`src/rtl/ddram_arb_pkg.sv`:
```
// Shared types and helpers for the DDR3 two-requester arbiter.
package ddram_arb_pkg;

  typedef enum logic [1:0] {
    IDLE,
    WR_ISSUE,
    RD_ISSUE,
    RD_WAIT
  } state_t;

  typedef enum logic {
    GRANT_RD,
    GRANT_WR
  } grant_t;

  localparam logic [7:0] BURST_ONE = 8'd1;
  localparam int         TAG_W     = 25;

  // Two adjacent byte enables for the 16-bit lane inside the 64-bit qword.
  function automatic logic [7:0] be_for_lane(input logic [1:0] lane);
    return 8'b0000_0011 << {lane, 1'b0};
  endfunction

endpackage

```
`src/rtl/ddram_arb_if.sv`:
```
// Requester toggle handshakes plus the Avalon-style DDR3 port, bundled together.
interface ddram_arb_if;
  logic [24:0] wraddr;
  logic [15:0] din;
  logic        we_req;
  logic        we_ack;
  logic [27:0] rdaddr;
  logic        rd_req;
  logic        rd_ack;
  logic [63:0] dout;

  logic        DDRAM_BUSY;
  logic [63:0] DDRAM_DOUT;
  logic        DDRAM_DOUT_READY;
  logic [28:0] DDRAM_ADDR;
  logic [7:0]  DDRAM_BURSTCNT;
  logic        DDRAM_RD;
  logic        DDRAM_WE;
  logic [63:0] DDRAM_DIN;
  logic [7:0]  DDRAM_BE;

  // Arbiter side: serves the requesters and drives the DDR3 command pins.
  modport slave (
    input  wraddr, din, we_req, rdaddr, rd_req,
    input  DDRAM_BUSY, DDRAM_DOUT, DDRAM_DOUT_READY,
    output we_ack, rd_ack, dout,
    output DDRAM_ADDR, DDRAM_BURSTCNT, DDRAM_RD, DDRAM_WE, DDRAM_DIN, DDRAM_BE
  );

  // Environment side: requesters plus the DDR3 controller.
  modport master (
    output wraddr, din, we_req, rdaddr, rd_req,
    output DDRAM_BUSY, DDRAM_DOUT, DDRAM_DOUT_READY,
    input  we_ack, rd_ack, dout,
    input  DDRAM_ADDR, DDRAM_BURSTCNT, DDRAM_RD, DDRAM_WE, DDRAM_DIN, DDRAM_BE
  );
endinterface

```
`src/rtl/ddram_rd_cache.sv`:
```
// One-entry qword read cache: fill on read return, invalidate on a matching write.
module ddram_rd_cache
  import ddram_arb_pkg::*;
(
  input  logic             clk_ram,
  input  logic             reset_n,
  input  logic [TAG_W-1:0] lookup_tag,
  output logic             hit,
  output logic [63:0]      data,
  input  logic             fill,
  input  logic [TAG_W-1:0] fill_tag,
  input  logic [63:0]      fill_data,
  input  logic             inval,
  input  logic [TAG_W-1:0] inval_tag
);

  logic             valid_reg;
  logic [TAG_W-1:0] tag_reg;
  logic [63:0]      data_reg;

  always_ff @(posedge clk_ram or negedge reset_n) begin
    if (!reset_n) begin
      valid_reg <= 1'b0;
      tag_reg   <= '0;
      data_reg  <= '0;
    end else if (fill) begin
      valid_reg <= 1'b1;
      tag_reg   <= fill_tag;
      data_reg  <= fill_data;
    end else if (inval && valid_reg && (tag_reg == inval_tag)) begin
      valid_reg <= 1'b0;
    end
  end

  assign hit  = valid_reg && (tag_reg == lookup_tag);
  assign data = data_reg;

endmodule

```
`src/rtl/ddram_arb.sv`:
```
// Round-robin arbiter sharing one 64-bit DDR3 port between a 16-bit writer and a qword reader.
module ddram_arb
  import ddram_arb_pkg::*;
#(
  parameter logic [28:0] BASE_QW  = 29'h0600_0000,
  parameter bit          CACHE_EN = 1'b1
) (
  input  logic        clk_ram,
  input  logic        reset_n,
  ddram_arb_if.slave  bus
);

  state_t      state_reg,      state_next;
  grant_t      last_grant_reg, last_grant_next;
  logic        we_ack_reg,     we_ack_next;
  logic        rd_ack_reg,     rd_ack_next;
  logic [63:0] dout_reg,       dout_next;
  logic        ddram_rd_reg,   ddram_rd_next;
  logic        ddram_we_reg,   ddram_we_next;
  logic [28:0] ddram_addr_reg, ddram_addr_next;
  logic [63:0] ddram_din_reg,  ddram_din_next;
  logic [7:0]  ddram_be_reg,   ddram_be_next;

  logic             wr_pend, rd_pend, grant_wr;
  logic             cache_hit, cache_fill, cache_inval;
  logic [63:0]      cache_data;
  logic [TAG_W-1:0] rd_tag, wr_tag;
  logic             unused_addr_bits;

  assign wr_pend  = bus.we_req ^ we_ack_reg;
  assign rd_pend  = bus.rd_req ^ rd_ack_reg;
  assign grant_wr = wr_pend && (!rd_pend || (last_grant_reg == GRANT_RD));
  assign rd_tag   = bus.rdaddr[27:3];
  assign wr_tag   = {3'b000, bus.wraddr[24:3]};
  assign unused_addr_bits = ^{bus.wraddr[0], bus.rdaddr[2:0]};

  generate
    if (CACHE_EN) begin : g_cache
      ddram_rd_cache u_cache (
        .clk_ram    (clk_ram),
        .reset_n    (reset_n),
        .lookup_tag (rd_tag),
        .hit        (cache_hit),
        .data       (cache_data),
        .fill       (cache_fill),
        .fill_tag   (rd_tag),
        .fill_data  (bus.DDRAM_DOUT),
        .inval      (cache_inval),
        .inval_tag  (wr_tag)
      );
    end else begin : g_no_cache
      assign cache_hit  = 1'b0;
      assign cache_data = '0;
    end
  endgenerate

  always_ff @(posedge clk_ram or negedge reset_n) begin
    if (!reset_n) begin
      state_reg      <= IDLE;
      last_grant_reg <= GRANT_RD;
      we_ack_reg     <= 1'b0;
      rd_ack_reg     <= 1'b0;
      dout_reg       <= '0;
      ddram_rd_reg   <= 1'b0;
      ddram_we_reg   <= 1'b0;
      ddram_addr_reg <= '0;
      ddram_din_reg  <= '0;
      ddram_be_reg   <= '0;
    end else begin
      state_reg      <= state_next;
      last_grant_reg <= last_grant_next;
      we_ack_reg     <= we_ack_next;
      rd_ack_reg     <= rd_ack_next;
      dout_reg       <= dout_next;
      ddram_rd_reg   <= ddram_rd_next;
      ddram_we_reg   <= ddram_we_next;
      ddram_addr_reg <= ddram_addr_next;
      ddram_din_reg  <= ddram_din_next;
      ddram_be_reg   <= ddram_be_next;
    end
  end

  always_comb begin
    state_next      = state_reg;
    last_grant_next = last_grant_reg;
    we_ack_next     = we_ack_reg;
    rd_ack_next     = rd_ack_reg;
    dout_next       = dout_reg;
    ddram_rd_next   = ddram_rd_reg;
    ddram_we_next   = ddram_we_reg;
    ddram_addr_next = ddram_addr_reg;
    ddram_din_next  = ddram_din_reg;
    ddram_be_next   = ddram_be_reg;
    cache_fill      = 1'b0;
    cache_inval     = 1'b0;

    case (state_reg)
      IDLE: begin
        if (grant_wr) begin
          last_grant_next = GRANT_WR;
          ddram_addr_next = BASE_QW + {7'b0, bus.wraddr[24:3]};
          ddram_din_next  = {4{bus.din}};
          ddram_be_next   = be_for_lane(bus.wraddr[2:1]);
          ddram_we_next   = 1'b1;
          state_next      = WR_ISSUE;
        end else if (rd_pend) begin
          last_grant_next = GRANT_RD;
          if (cache_hit) begin
            // dout already carries this qword; answering in IDLE skips DDR3 entirely
            rd_ack_next = ~rd_ack_reg;
            dout_next   = cache_data;
          end else begin
            ddram_addr_next = BASE_QW + {4'b0, rd_tag};
            ddram_rd_next   = 1'b1;
            state_next      = RD_ISSUE;
          end
        end
      end
      WR_ISSUE: begin
        if (!bus.DDRAM_BUSY) begin
          ddram_we_next = 1'b0;
          we_ack_next   = ~we_ack_reg;
          cache_inval   = 1'b1;
          state_next    = IDLE;
        end
      end
      RD_ISSUE: begin
        if (!bus.DDRAM_BUSY) begin
          ddram_rd_next = 1'b0;
          state_next    = RD_WAIT;
        end
      end
      RD_WAIT: begin
        if (bus.DDRAM_DOUT_READY) begin
          dout_next   = bus.DDRAM_DOUT;
          cache_fill  = 1'b1;
          rd_ack_next = ~rd_ack_reg;
          state_next  = IDLE;
        end
      end
      default: state_next = IDLE;
    endcase
  end

  assign bus.we_ack         = we_ack_reg;
  assign bus.rd_ack         = rd_ack_reg;
  assign bus.dout           = dout_reg;
  assign bus.DDRAM_ADDR     = ddram_addr_reg;
  assign bus.DDRAM_BURSTCNT = BURST_ONE;
  assign bus.DDRAM_RD       = ddram_rd_reg;
  assign bus.DDRAM_WE       = ddram_we_reg;
  assign bus.DDRAM_DIN      = ddram_din_reg;
  assign bus.DDRAM_BE       = ddram_be_reg;

endmodule

```
`src/flat_wrapper.sv`:
```
// flat-port wrapper written by rule: the top's interface ports become plain ports
module ddram_arb_flat import ddram_arb_pkg::*;
#(
  parameter logic [28:0] BASE_QW  = 29'h0600_0000,
  parameter bit          CACHE_EN = 1'b1
)
  (clk_ram, reset_n, bus_wraddr, bus_din, bus_we_req, bus_rdaddr, bus_rd_req, bus_DDRAM_BUSY, bus_DDRAM_DOUT, bus_DDRAM_DOUT_READY, bus_we_ack, bus_rd_ack, bus_dout, bus_DDRAM_ADDR, bus_DDRAM_BURSTCNT, bus_DDRAM_RD, bus_DDRAM_WE, bus_DDRAM_DIN, bus_DDRAM_BE);
  ddram_arb_if bus_i ();
  input  logic clk_ram;
  input  logic reset_n;
  input wire logic [$bits(bus_i.wraddr)-1:0] bus_wraddr;
  input wire logic [$bits(bus_i.din)-1:0] bus_din;
  input wire logic [$bits(bus_i.we_req)-1:0] bus_we_req;
  input wire logic [$bits(bus_i.rdaddr)-1:0] bus_rdaddr;
  input wire logic [$bits(bus_i.rd_req)-1:0] bus_rd_req;
  input wire logic [$bits(bus_i.DDRAM_BUSY)-1:0] bus_DDRAM_BUSY;
  input wire logic [$bits(bus_i.DDRAM_DOUT)-1:0] bus_DDRAM_DOUT;
  input wire logic [$bits(bus_i.DDRAM_DOUT_READY)-1:0] bus_DDRAM_DOUT_READY;
  output wire logic [$bits(bus_i.we_ack)-1:0] bus_we_ack;
  output wire logic [$bits(bus_i.rd_ack)-1:0] bus_rd_ack;
  output wire logic [$bits(bus_i.dout)-1:0] bus_dout;
  output wire logic [$bits(bus_i.DDRAM_ADDR)-1:0] bus_DDRAM_ADDR;
  output wire logic [$bits(bus_i.DDRAM_BURSTCNT)-1:0] bus_DDRAM_BURSTCNT;
  output wire logic [$bits(bus_i.DDRAM_RD)-1:0] bus_DDRAM_RD;
  output wire logic [$bits(bus_i.DDRAM_WE)-1:0] bus_DDRAM_WE;
  output wire logic [$bits(bus_i.DDRAM_DIN)-1:0] bus_DDRAM_DIN;
  output wire logic [$bits(bus_i.DDRAM_BE)-1:0] bus_DDRAM_BE;
  assign bus_i.wraddr = bus_wraddr;
  assign bus_i.din = bus_din;
  assign bus_i.we_req = bus_we_req;
  assign bus_i.rdaddr = bus_rdaddr;
  assign bus_i.rd_req = bus_rd_req;
  assign bus_i.DDRAM_BUSY = bus_DDRAM_BUSY;
  assign bus_i.DDRAM_DOUT = bus_DDRAM_DOUT;
  assign bus_i.DDRAM_DOUT_READY = bus_DDRAM_DOUT_READY;
  assign bus_we_ack = bus_i.we_ack;
  assign bus_rd_ack = bus_i.rd_ack;
  assign bus_dout = bus_i.dout;
  assign bus_DDRAM_ADDR = bus_i.DDRAM_ADDR;
  assign bus_DDRAM_BURSTCNT = bus_i.DDRAM_BURSTCNT;
  assign bus_DDRAM_RD = bus_i.DDRAM_RD;
  assign bus_DDRAM_WE = bus_i.DDRAM_WE;
  assign bus_DDRAM_DIN = bus_i.DDRAM_DIN;
  assign bus_DDRAM_BE = bus_i.DDRAM_BE;
  ddram_arb #(.BASE_QW(BASE_QW), .CACHE_EN(CACHE_EN)) u_core (.clk_ram(clk_ram), .reset_n(reset_n), .bus(bus_i));
endmodule
```
`config.mk`:
```
export PLATFORM = sky130hd
export DESIGN_NAME = ddram_arb_flat
export DESIGN_NICKNAME = d
export VERILOG_FILES = /design/src/rtl/ddram_arb_pkg.sv /design/src/rtl/ddram_arb_if.sv /design/src/rtl/ddram_rd_cache.sv /design/src/rtl/ddram_arb.sv /design/src/flat_wrapper.sv
export SDC_FILE = /design/constraint.sdc
export NUM_CORES = 1
export LEC_CHECK = 0
export CAP_MARGIN = 20
export CORE_UTILIZATION = 50
export CTS_CLUSTER_SIZE = 12
export DETAILED_ROUTE_END_ITERATION = 8
export GPL_TIMING_DRIVEN = 0
export PLACE_DENSITY = 0.9
export SETUP_SLACK_MARGIN = 0.1
export SKIP_CTS_REPAIR_TIMING = 1
export SLEW_MARGIN = 10
export SYNTH_ARGS = -nofsm -noshare
export SYNTH_HDL_FRONTEND = slang
export SYNTH_SLANG_ARGS = --single-unit
```
`constraint.sdc`:
```
create_clock -name clk_ram -period 6.3 [get_ports clk_ram]
set_input_delay 1.26 -clock clk_ram [delete_from_list [all_inputs] [get_ports clk_ram]]
set_output_delay 1.26 -clock clk_ram [all_outputs]
set_load 0.02 [all_outputs]
```
==> impl_metrics.csv <==
group,metric,value,unit
sta,finalCriticalPeriod,3.500,ns
layout,area_growth,42.96,%
layout,layout_common_cells,"nand2_1 (464), clkdlybuf4s50_1 (300), dfrtp_1 (207), mux2_2 (104), buf_4 (65)",
global_routing,antenna_found_initial,1,
global_routing,grt_pass1_vias,8402,
route,drtIter0Drc,467,
setup_path,crit_chain,"clkdlybuf4s50_1, xnor2_1, nand4_1, nor4_1, a21o_1, buf_4, mux2_2",
floorplanning,num_rows,50,
route,ant_nets,0,
synthesis,synthCells,994,
placement,post-dp-hpwl,19780,microns
global_routing,grt_max_degree,107,
clocking,clk_latency,0.51,ns
floorplanning,ios,316,
global_routing,grt.total_usage,27.88,%
clocking,cts_tree,"yes",
route,drt-total-wl,27360,microns
layout,layout_commonest_cell,"nand2_1",
route,via_count,7985,
floorplanning,start_util,51.33,%
synthesis,ys_ff_latch,207,
global_routing,grt_pass1_wl,43330,microns
setup_path,end_kind,"register",
clocking,cts_sinks,207,
sta,final_hold_viol_count,0,
clocking,cts_buffers,23,
synthesis,synth_top_flop_cell,"dfrtp_1",
sta,drv_slew,0,
synthesis,ys_seq_area_share,53.77,%
clocking,clockRootBuffer,"clkbuf_16",
layout,fin_nets,1468,
sta,rsz0062_at_grt,"no",
route,via_per_inst,5.060,
sta,clock_skew,0.01331,ns
global_routing,grt.overflow.total,0,
setup_path,arrival,3.89,ns
setup_path,startpoint_type,"primary input",
outcome,status,"finished clean",
floorplanning,die_area,19830,sq um
placement,io_buffers,301,
synthesis,synth_edf_count,0,
synthesis,yosys_warnings,0,
clocking,clk_path_buf_depth,3,
layout,fill_cells,1307,
run,max-cap-violations,0,
sta,period_share,55.56,%
sta,worst_slew_pin_slew,0.7757,ns
synthesis,syn_area,9634,sq um
power,pwr_density_cell,531.5,nW/um^2
layout,multi_input_area,3807,sq um
sta,finalSetupViolCount,0,
power,ir_drop,274.6,uV
synthesis,syn_avg_cell_area,9.692,sq um
floorplanning,die_h,140.8,microns
sta,fmax,285.7,MHz
synthesis,synthDistinctLibCells,30,
floorplanning,core,18770,sq um
worst_hold_path,hp-class,"reg -> reg",
power,leakage,6.735,nW
clocking,cts.clk_slew.worst_paths,0.06,ns
layout,drive_above_1_share,16.16,%
setup_path,critical_path_class,"in -> reg",
placement,gp_congestion,0.8758,
setup_path,cp_slowest_cell,"nor4_1",
sta,finalSetupTns,0,ns
setup_path,critical_path_peak_fanout,10,
route,drt_first_pass_iters,5,
clocking,cts_max_level,1,
synthesis,synthArstFlopShare,100.0,%
route,wl_per_cell,17.34,microns
power,p_total,7.320,mW
setup_path,slowest_delay,0.66,ns
route,drcViolationCount,0,
layout,regArea,5180,sq um
setup_path,cp.required,6.69,ns
sta,relSlewSlack,48.29,%
floorplanning,die_w,140.8,microns
[area by class of cell]
class | instances | area share [%]
tap | 234 | 2.126
antenna | 1 | 0.01817
multi-input combinational | 686 | 27.64
buffer | 107 | 4.860
inverter | 2 | 0.05451
timing repair buffer | 302 | 22.11
sequential | 207 | 37.61
clock inverter | 7 | 1.008
clock buffer | 32 | 4.569
[layer usage]
metal	GRT usage [%]	wire length [microns]	up-vias
li1	-	-	3773
met1	30.82	10090	3821
met4	11.73	1063	0
met3	7.439	2123	75
met2	50.54	14090	316
met5	0	0	-
[through the flow]
| step | area, sq um | cells | worst slack [ns] | utilization [%] | hold slack (ns) |
|---|---|---|---|---|---|
| after floorplan | 9664 | 1002 | 3.363 | - | 0.4419 |
| after global placement | 12970 | 1537 | -4.645 | 69.11 | 0.4527 |
| after detailed placement | 13000 | 1538 | 2.390 | 69.28 | 0.4605 |
| after CTS | 13770 | 1577 | 2.906 | 73.37 | 0.4754 |
| after global routing | 13770 | 1578 | 2.762 | 73.39 | 0.5003 |
| final | 13770 | 1578 | 2.800 | 73.39 | 0.4725 |
[cells in the mapped netlist (3+ instances only)]
master | number | share of area, %
nor4_1 | 5 | 0.32
o21ai_0 | 4 | 0.21
nand4_1 | 14 | 0.91
a21oi_1 | 3 | 0.16
mux2_2 | 104 | 12
xnor2_1 | 44 | 4.0
buf_2 | 7 | 0.36
xor2_1 | 7 | 0.64
nor2_1 | 3 | 0.12
mux2i_1 | 4 | 0.42
clkbuf_1 | 33 | 1.3
nand3b_1 | 3 | 0.23
buf_4 | 65 | 5.1
dfrtp_1 | 207 | 54
nand2_1 | 464 | 18
mux2_4 | 5 | 0.78
[where the power goes]
group          leakage [nW]  switching [mW]  internal (mW)
registers              2.57           0.433           1.94
logic                  3.79            1.76           1.80
clock network         0.375           0.529          0.857
[critical path: cells and delay by family]
kind	cells	cell delay (ns)
simple gates	2	0.82
mux	1	0.36
compound gates	1	0.36
xor+xnor	1	0.32
buf+inv	2	0.76
[final timing paths]
| path | startpoint | endpoint | slack (ns) | cells past startpoint |
|---|---|---|---|---|
| setup reg to reg | u_core.state_reg[0] | u_core.g_cache.u_cache.tag_reg[6] | 3.59 | 7 |
| min in group asynchronous | reset_n | u_core.g_cache.u_cache.data[33] | 0.79 | 1 |
| setup / recovery | bus_rdaddr[3] | u_core.bus.DDRAM_ADDR[17] | 2.80 | 7 |
| hold reg to reg | u_core.g_cache.u_cache.data[27] | u_core.g_cache.u_cache.data[27] | 0.47 | 2 |
| hold / removal | u_core.g_cache.u_cache.data[27] | u_core.g_cache.u_cache.data[27] | 0.47 | 2 |
| max in group asynchronous | reset_n | u_core.bus.rd_ack | 4.48 | 2 |
[cells by family after synthesis]
| logic type | after synthesis | share of synthesized area (%) |
|---|---|---|
| and+or+nand+nor | 498 | 20.22 |
| DFF | 207 | 53.77 |
| muxes | 113 | 13.35 |
| buffers and inverters | 109 | 7.026 |
| xor gates and xnor gates | 51 | 4.636 |
| AOI/OAI and AO/OA | 14 | 0.9220 |
| other | 2 | 0.07795 |
Power figures use the tool's default switching activity.
